===== config.mk =====
export PLATFORM = sky130hd
export DESIGN_NAME = stall_ctrl
export DESIGN_NICKNAME = d
export VERILOG_FILES = /design/src/rtl/stall_ctrl_pkg.sv /design/src/rtl/stall_ctrl_md_busy_timer.sv /design/src/rtl/stall_ctrl.sv
export SDC_FILE = /design/constraint.sdc
export NUM_CORES = 1
export LEC_CHECK = 0
export CAP_MARGIN = 20
export CORE_MARGIN = 2
export CORE_UTILIZATION = 57
export DETAILED_ROUTE_END_ITERATION = 16
export DONT_BUFFER_PORTS = 1
export PLACE_DENSITY = 0.78
export SLEW_MARGIN = 20
export SYNTH_ARGS = -nofsm -noshare
export SYNTH_HDL_FRONTEND = slang
export SYNTH_SLANG_ARGS = --single-unit

===== constraint.sdc =====
create_clock -name clk -period 2.9 [get_ports clk]
set_input_delay 0.58 -clock clk [delete_from_list [all_inputs] [get_ports clk]]
set_output_delay 0.58 -clock clk [all_outputs]
set_load 0.01 [all_outputs]

===== src/rtl/stall_ctrl_pkg.sv =====
// +-----------------------------------------------------------------------------
// | Module      : stall_ctrl_pkg
// | Description : Pipeline-wide constants shared by the hazard/stall logic.
// | Revision    : 1.0 - initial release
// +-----------------------------------------------------------------------------
`default_nettype none

package stall_ctrl_pkg;

    // Tuse/Tnew are 2-bit cycle counts; the value 3 marks an operand that is never read.
    typedef logic [1:0] tcyc_t;

    localparam tcyc_t       c_T_NEVER          = 2'd3;
    localparam int          c_MULT_CYCLES_DEF  = 5;
    localparam int          c_DIV_CYCLES_DEF   = 10;
    localparam logic [4:0]  c_REG_ZERO         = 5'd0;

endpackage : stall_ctrl_pkg

`default_nettype wire


===== src/rtl/stall_ctrl_md_busy_timer.sv =====
// +-----------------------------------------------------------------------------
// | Module      : md_busy_timer
// | Description : Down-counter that tracks how long the HI/LO unit stays busy.
// | Revision    : 1.0 - initial release
// +-----------------------------------------------------------------------------
`default_nettype none

module md_busy_timer
    import stall_ctrl_pkg::*;
#(
    parameter int MULT_CYCLES = c_MULT_CYCLES_DEF,
    parameter int DIV_CYCLES  = c_DIV_CYCLES_DEF
) (
    input  logic clk,
    input  logic reset,
    input  logic i_start,
    input  logic i_div,
    output logic o_busy
);

    localparam int c_CNT_W = $clog2(DIV_CYCLES + 1);

    logic [c_CNT_W-1:0] r_md_cnt;
    logic               w_load;

    // A start while already counting is dropped so the running window is never extended.
    assign w_load = i_start && (r_md_cnt == '0);
    assign o_busy = (r_md_cnt != '0);

    always_ff @(posedge clk or negedge reset) begin
        if (!reset) begin
            r_md_cnt <= '0;
        end else if (w_load) begin
            r_md_cnt <= i_div ? c_CNT_W'(DIV_CYCLES) : c_CNT_W'(MULT_CYCLES);
        end else if (r_md_cnt != '0) begin
            r_md_cnt <= r_md_cnt - 1'b1;
        end
    end

endmodule : md_busy_timer

`default_nettype wire


===== src/rtl/stall_ctrl.sv =====
// +-----------------------------------------------------------------------------
// | Module      : stall_ctrl
// | Description : Data/multiply-divide hazard detection, stall/flush and stall counter.
// | Revision    : 1.0 - initial release
// +-----------------------------------------------------------------------------
`default_nettype none

module stall_ctrl
    import stall_ctrl_pkg::*;
#(
    parameter int MULT_CYCLES = c_MULT_CYCLES_DEF,
    parameter int DIV_CYCLES  = c_DIV_CYCLES_DEF
) (
    input  logic        clk,
    input  logic        reset,
    input  logic [4:0]  D_rs,
    input  logic [4:0]  D_rt,
    input  logic [1:0]  D_tuse_rs,
    input  logic [1:0]  D_tuse_rt,
    input  logic        D_is_md,
    input  logic [4:0]  E_waddr,
    input  logic [1:0]  E_tnew,
    input  logic [4:0]  M_waddr,
    input  logic [1:0]  M_tnew,
    input  logic        E_md_start,
    input  logic        E_md_div,
    output logic        stall,
    output logic        flush_E,
    output logic        md_busy,
    output logic [31:0] stall_cnt
);

    logic        w_rs_hz;
    logic        w_rt_hz;
    logic        w_md_hz;
    logic        w_stall;
    logic        w_md_busy;
    logic [31:0] r_stall_cnt;

    // The $0 guard covers writers targeting $0 too, since a source of $0 always reads zero.
    assign w_rs_hz = (D_rs != c_REG_ZERO) &&
                     (((D_rs == E_waddr) && (D_tuse_rs < E_tnew)) ||
                      ((D_rs == M_waddr) && (D_tuse_rs < M_tnew)));

    assign w_rt_hz = (D_rt != c_REG_ZERO) &&
                     (((D_rt == E_waddr) && (D_tuse_rt < E_tnew)) ||
                      ((D_rt == M_waddr) && (D_tuse_rt < M_tnew)));

    assign w_md_hz = D_is_md && (w_md_busy || E_md_start);
    assign w_stall = w_rs_hz || w_rt_hz || w_md_hz;

    assign stall     = w_stall;
    assign flush_E   = w_stall;
    assign md_busy   = w_md_busy;
    assign stall_cnt = r_stall_cnt;

    md_busy_timer #(
        .MULT_CYCLES (MULT_CYCLES),
        .DIV_CYCLES  (DIV_CYCLES)
    ) u_md_busy_timer (
        .clk     (clk),
        .reset   (reset),
        .i_start (E_md_start),
        .i_div   (E_md_div),
        .o_busy  (w_md_busy)
    );

    always_ff @(posedge clk or negedge reset) begin
        if (!reset) begin
            r_stall_cnt <= '0;
        end else if (w_stall && (r_stall_cnt != 32'hFFFF_FFFF)) begin
            r_stall_cnt <= r_stall_cnt + 32'd1;
        end
    end

endmodule : stall_ctrl

`default_nettype wire


# Word level (Yosys, flattened, before mapping)
# Cells that the tools add are included.
# totals
elab_cells	35
out_inout_bits	35
inputBits	33
regBits	36
# op_classes
n_addsub	2
reduce_logical	19
n_eq_ne	5
n_lt_le_gt_ge	4
muxes	3
# op_table
op	count
adder 32 x 1 -> 32 bit, second input constant	1
!= test 32 bit, second input constant	1
== test 5 bit	4
2-to-1 mux 4 bit	3
nonzero test 5 bit	2
logical AND 1 bit	9
< comparator 2 bit	4
logical OR 1 bit	5
zero test 4 bit	1
nonzero test 4 bit	1
subtractor 4 x 1 -> 4 bit, second input constant	1
nonzero test 2 bit	1

# Logic depth before layout (Yosys ltp)
# Gate-level depths: netlist of run 1.
# logic_depth
word_depth	7
ltp_mapped	8
mapped_depth_nobuf	7

# By module
# From an unflattened synthesis of run 1, not the netlist that was laid out.
# hier_totals
hier_cells	225
area_unflattened_um2	2342.2
# by_module_without_submodules
mod	seq_area_each_um2	cells_each	instances	area_each_um2
stall_ctrl	800.8	200	1	2088.3
md_busy_timer	100.1	25	1	254.0

# Worst setup path before layout of run 1
# Ideal clock, no wire load.
# synth_path
path_type	input -> output
from	in E_tnew[1]
to	out stall
t_required_ns	2.320
n_path_buf	2
cell_stages	7
setup_slack_ns	0.423
arrival_time_ns	1.897
path_cell_list	inv_1 -> ha_1 -> a211oi_1 -> a22oi_1 -> o221ai_2 -> buf_2 -> buf_4
# synth_via
elab_chain_len	6
elab_cells_between_ends	10
cone_classes	order compare (2); reduce/logical (8)
# synth_lines
item	line_no	text
start: declaration	stall_ctrl.sv:22	input logic [1:0] E_tnew,
< comparator 2 bit (on tied branches)	stall_ctrl.sv:42, stall_ctrl.sv:46	
logical AND 1 bit (on tied branches)	stall_ctrl.sv:42, stall_ctrl.sv:46	
logical OR 1 bit (on tied branches)	stall_ctrl.sv:42, stall_ctrl.sv:46	
logical AND 1 bit (on tied branches)	stall_ctrl.sv:41, stall_ctrl.sv:45	
logical OR 1 bit (*) (2 in a row)	stall_ctrl.sv:50	assign w_stall = w_rs_hz || w_rt_hz || w_md_hz;
end: declaration	stall_ctrl.sv:27	output logic stall,
# Every way passes the cells marked *; elsewhere a longest branch is shown, timed or not.

# Final worst setup path of run 1
# layout_path
from	reg u_md_busy_timer.r_md_cnt[0]
to	out flush_E
# layout_via
elab_chain_len	4
# layout_lines
item	line_no	text
start: declaration	stall_ctrl_md_busy_timer.sv:23	logic [c_CNT_W-1:0] r_md_cnt;
start signal: assignment	stall_ctrl_md_busy_timer.sv:34	r_md_cnt <= i_div ? c_CNT_W'(DIV_CYCLES) : c_CNT_W'(MULT_CYCLES);
start signal: assignment	stall_ctrl_md_busy_timer.sv:36	r_md_cnt <= r_md_cnt - 1'b1;
nonzero test 4 bit	stall_ctrl_md_busy_timer.sv:28	assign o_busy = (r_md_cnt != '0);
net md_busy	stall_ctrl.sv:29	output logic md_busy,
logical OR 1 bit	stall_ctrl.sv:49	assign w_md_hz = D_is_md && (w_md_busy || E_md_start);
logical AND 1 bit	stall_ctrl.sv:49	
logical OR 1 bit	stall_ctrl.sv:50	
end: declaration	stall_ctrl.sv:28	output logic flush_E,
# The timed path passes the listed nets, and every way through them passes these cells.

==> metrics.md, run 1 <==
| Metric | Value |
|---|---|
| Status | `completed` |
| Max stage delay on crit path | `around 0.46 ns` |
| Depth of the CTS H-tree | `2` |
| Synth top area share | `39.5%` |
| Least-Margin Pin Slew | `between 0.5 and 0.6 ns` |
| Cell with the most instances after synthesis | `dfrtp_1` |
| Die Wd | `around 67 um` |
| Sequential area share after synthesis | `39.5%` |
| Leakage | `just over 1 nW` |
| Skew final | `0.00621 ns` |
| Top-Level Pins | `slightly below 70` |
| P per Cell Area | `between 500 and 600 mW/mm^2` |
| Final #Nets | `262` |
| Total Die Area | `approximately 0.0045 mm^2` |
| Crit Path Class | `reg -> out` |
| Clk sink count | `36` |
| Vias | `1716` |
| Setup TNS | `0 ns` |
| Synth cell count leaders | `36 x dfrtp_1, 27 x xnor2_1, 21 x xor2_1` |
| Max Fclk | `approximately 380 MHz` |
| Row Count | `22` |
| First-pass GRT wire length | `between 7000 and 8000 um` |
| Slew Limit Fails | `0` |
| CP startpoint kind | `flop` |
| Area leader, netlist | `dfrtp_1` |
| Maximum Capacitance Violations | `0` |
| CTS tree | `yes` |
| Main area contributors after synthesis | `dfrtp_1 40%, xnor2_1 10%, xor2_1 8.1%` |
| Worst R2R Start | `stall_cnt[0]` |
| Vias per inst | `approximately 6.4` |
| Area Overhead vs Synth | `6.86%` |
| Syn_area_per_cell | `10.5 um^2` |
| RSZ-0062 raised after global routing | `false` |
| Fill count | `~310` |
| Detail Placement HPWL | `3590 um` |
| Final Cycle Share | `around nine tenths` |
| Cells after Synth | `between 200 and 250` |
| Remaining antenna violation count | `0` |
| DRC viols | `0` |
| Layout cells sized above 1 | `between 10% and 20%` |
| Final Setup Violations | `0` |
| Final min period | `around 2.7 ns` |
| Max Root-Sink Buffers | `2` |
| Hold Crit Class | `in -> async` |
| CP bufs+invs | `2` |
| Worst path arrival time | `about 2.1 ns` |
| DRT Pass-1 Iters | `4` |
| N_diodes | `0` |
| Die Ht | `between 60 and 70 um` |
| Initial antenna violation count | `0` |
| Cell Chain, Critical Path | `inv_1 -> ha_1 -> nand2_1 -> o21ai_0 -> o221ai_4 -> buf_12` |
| Critical-path top delay cell | `o21ai_0` |
| Clk slew on worst S/H paths | `around 0.070 ns` |
| Largest net degree at the start of global routing | `37` |
| Synthesized Nets | `between 200 and 300` |
| Reg2reg end | `stall_cnt[1]` |
| Number of global-route vias before repair | `roughly 1800` |
| Delay-heaviest family, CP | `compound AO/OA/AOI/OAI gates` |
| Initial DRC Count | `between 100 and 150` |
| Top FF cell, synth | `dfrtp_1` |
| Slew HR | `around 65%` |
| GRT Residual Overflow | `0` |
| Post-synth ARST share | `100%` |
| Gr usage total | `23.5%` |
| DRT Wirelength | `4820 um` |
| Post-synthesis cell type count | `43` |
| Fin. Hold Viols | `0` |
| Root Driver | `clkbuf_8` |
| Port-buffer cells | `0` |
| CP Capture Type | `primary output` |
| Crit-path max FO | `34` |
| Post-CTS sizing | `0` |
| Worst-Skew Late Latency | `about 0.29 ns` |
| Placer congestion estimate | `about 0.98` |
| Starting density of the core | `between 60% and 70%` |
| Number of synthesized register bits | `36` |
| WP data required | `approximately 2.3 ns` |
| Core Region | `between 0.003 and 0.004 mm^2` |
| Worst IR Drop VDD | `~0.00047 V` |
| Reg-to-reg slack, setup | `~0.48 ns` |
| Post-Syn Area | `between 0.002 and 0.0025 mm^2` |
| Wire per inst | `approximately 18 um` |
| Worst hold slack | `between 0.1 and 0.15 ns` |
| Total CTS buffers | `5` |
| Number of synthesized flops with an enable pin | `0` |
| R2R depth | `6` |
| Yosys warns | `0` |
layout by cell type, fill, tap and decap left out, types with 5 or more instances in the layout:
master,instances
clkbuf_8,7
xnor2_1,27
nor2_1,7
nor4_1,5
nand4_1,17
xor2_1,21
o21ai_0,5
nand3_2,6
ha_1,7
nand2b_1,6
nand3_1,6
inv_1,7
nand2_1,12
dfrtp_1,36
and3_1,7
cell type report:
class	instances	area, um^2	share of cell area (%)
timing repair buffer	3	47.5	1.95
tap	48	60.1	2.47
sequential	36	901	37.0
inverter	7	26.3	1.08
multi-input combinational	169	1310	53.6
clock buffer	7	96.3	3.95
report_power, final:
part / leakage [nW] / internal (mW) / total [mW] / switching [mW]
registers: 0.481 / 0.582 / 0.703 / 0.121
clock network: 0.0503 / 0.212 / 0.383 / 0.171
logic: 0.504 / 0.153 / 0.309 / 0.156
metal layers:
metal	vias up	wire length, um	track usage [%]
met3	11	384	8.00
met2	70	2340	40.0
met1	845	2020	27.6
li1	790	-	-
met4	0	76	7.91
met5	-	0	0
through the flow:
step | instances | total power, mW | worst slack [ns] | instance area [um^2] | utilization [%]
after floorplan | 218 | 0.932 | 0.423 | 2280 | -
after global placement | 262 | 0.990 | 0.510 | 2320 | 62.0
after detailed placement | 262 | 1.01 | 0.491 | 2320 | 62.0
after CTS | 270 | 1.41 | 0.249 | 2440 | 65.1
after global routing | 270 | 1.48 | 0.123 | 2440 | 65.1
final | 270 | 1.39 | 0.236 | 2440 | 65.1
state kept, by name, summed over array words and instances (netlist names):
register / flops
stall_cnt: 32
u_md_busy_timer.r_md_cnt: 4
repair_timing:
action / CTS / global route
endpoints found under the hold margin: 36 / 0
hold buffers: 1 / 0
setup buffers: 0 / 0
worst max-delay path by stage:
| stage | slack [ns] | startpoint | to | cells after the start |
|---|---|---|---|---|
| 2_1_floorplan | 0.42 | E_tnew[1] | stall | 7 |
| 3_3_place_gp | 0.51 | E_tnew[1] | flush_E | 6 |
| 3_5_place_dp | 0.49 | stall_cnt[0] | stall_cnt[1] | 6 |
| 4_1_cts | 0.25 | u_md_busy_timer.r_md_cnt[0] | flush_E | 6 |
| 5_1_grt | 0.12 | u_md_busy_timer.r_md_cnt[0] | flush_E | 6 |
| 6_report | 0.24 | u_md_busy_timer.r_md_cnt[0] | flush_E | 6 |
kinds of logic (layout without fill, tap and decap cells):
logic type | count (synthesis) | count (layout) | share of synthesized area [%]
mux | 5 | 5 | 2.41
flops | 36 | 36 | 39.5
fa+ha+maj | 7 | 7 | 3.84
compound gates | 19 | 19 | 5.65
xor+xnor | 48 | 48 | 18.4
buf+inv | 13 | 17 | 3.73
simple gates | 90 | 90 | 26.4
No activity file was read; power rests on OpenSTA's default activity.
==> run 2, diff against run 1 <==
Settings changed: CTS_CLUSTER_SIZE set to 24.
==> results of run 2 <==
Same layout as run 1: the final DEF is identical, and so are final timing and power.
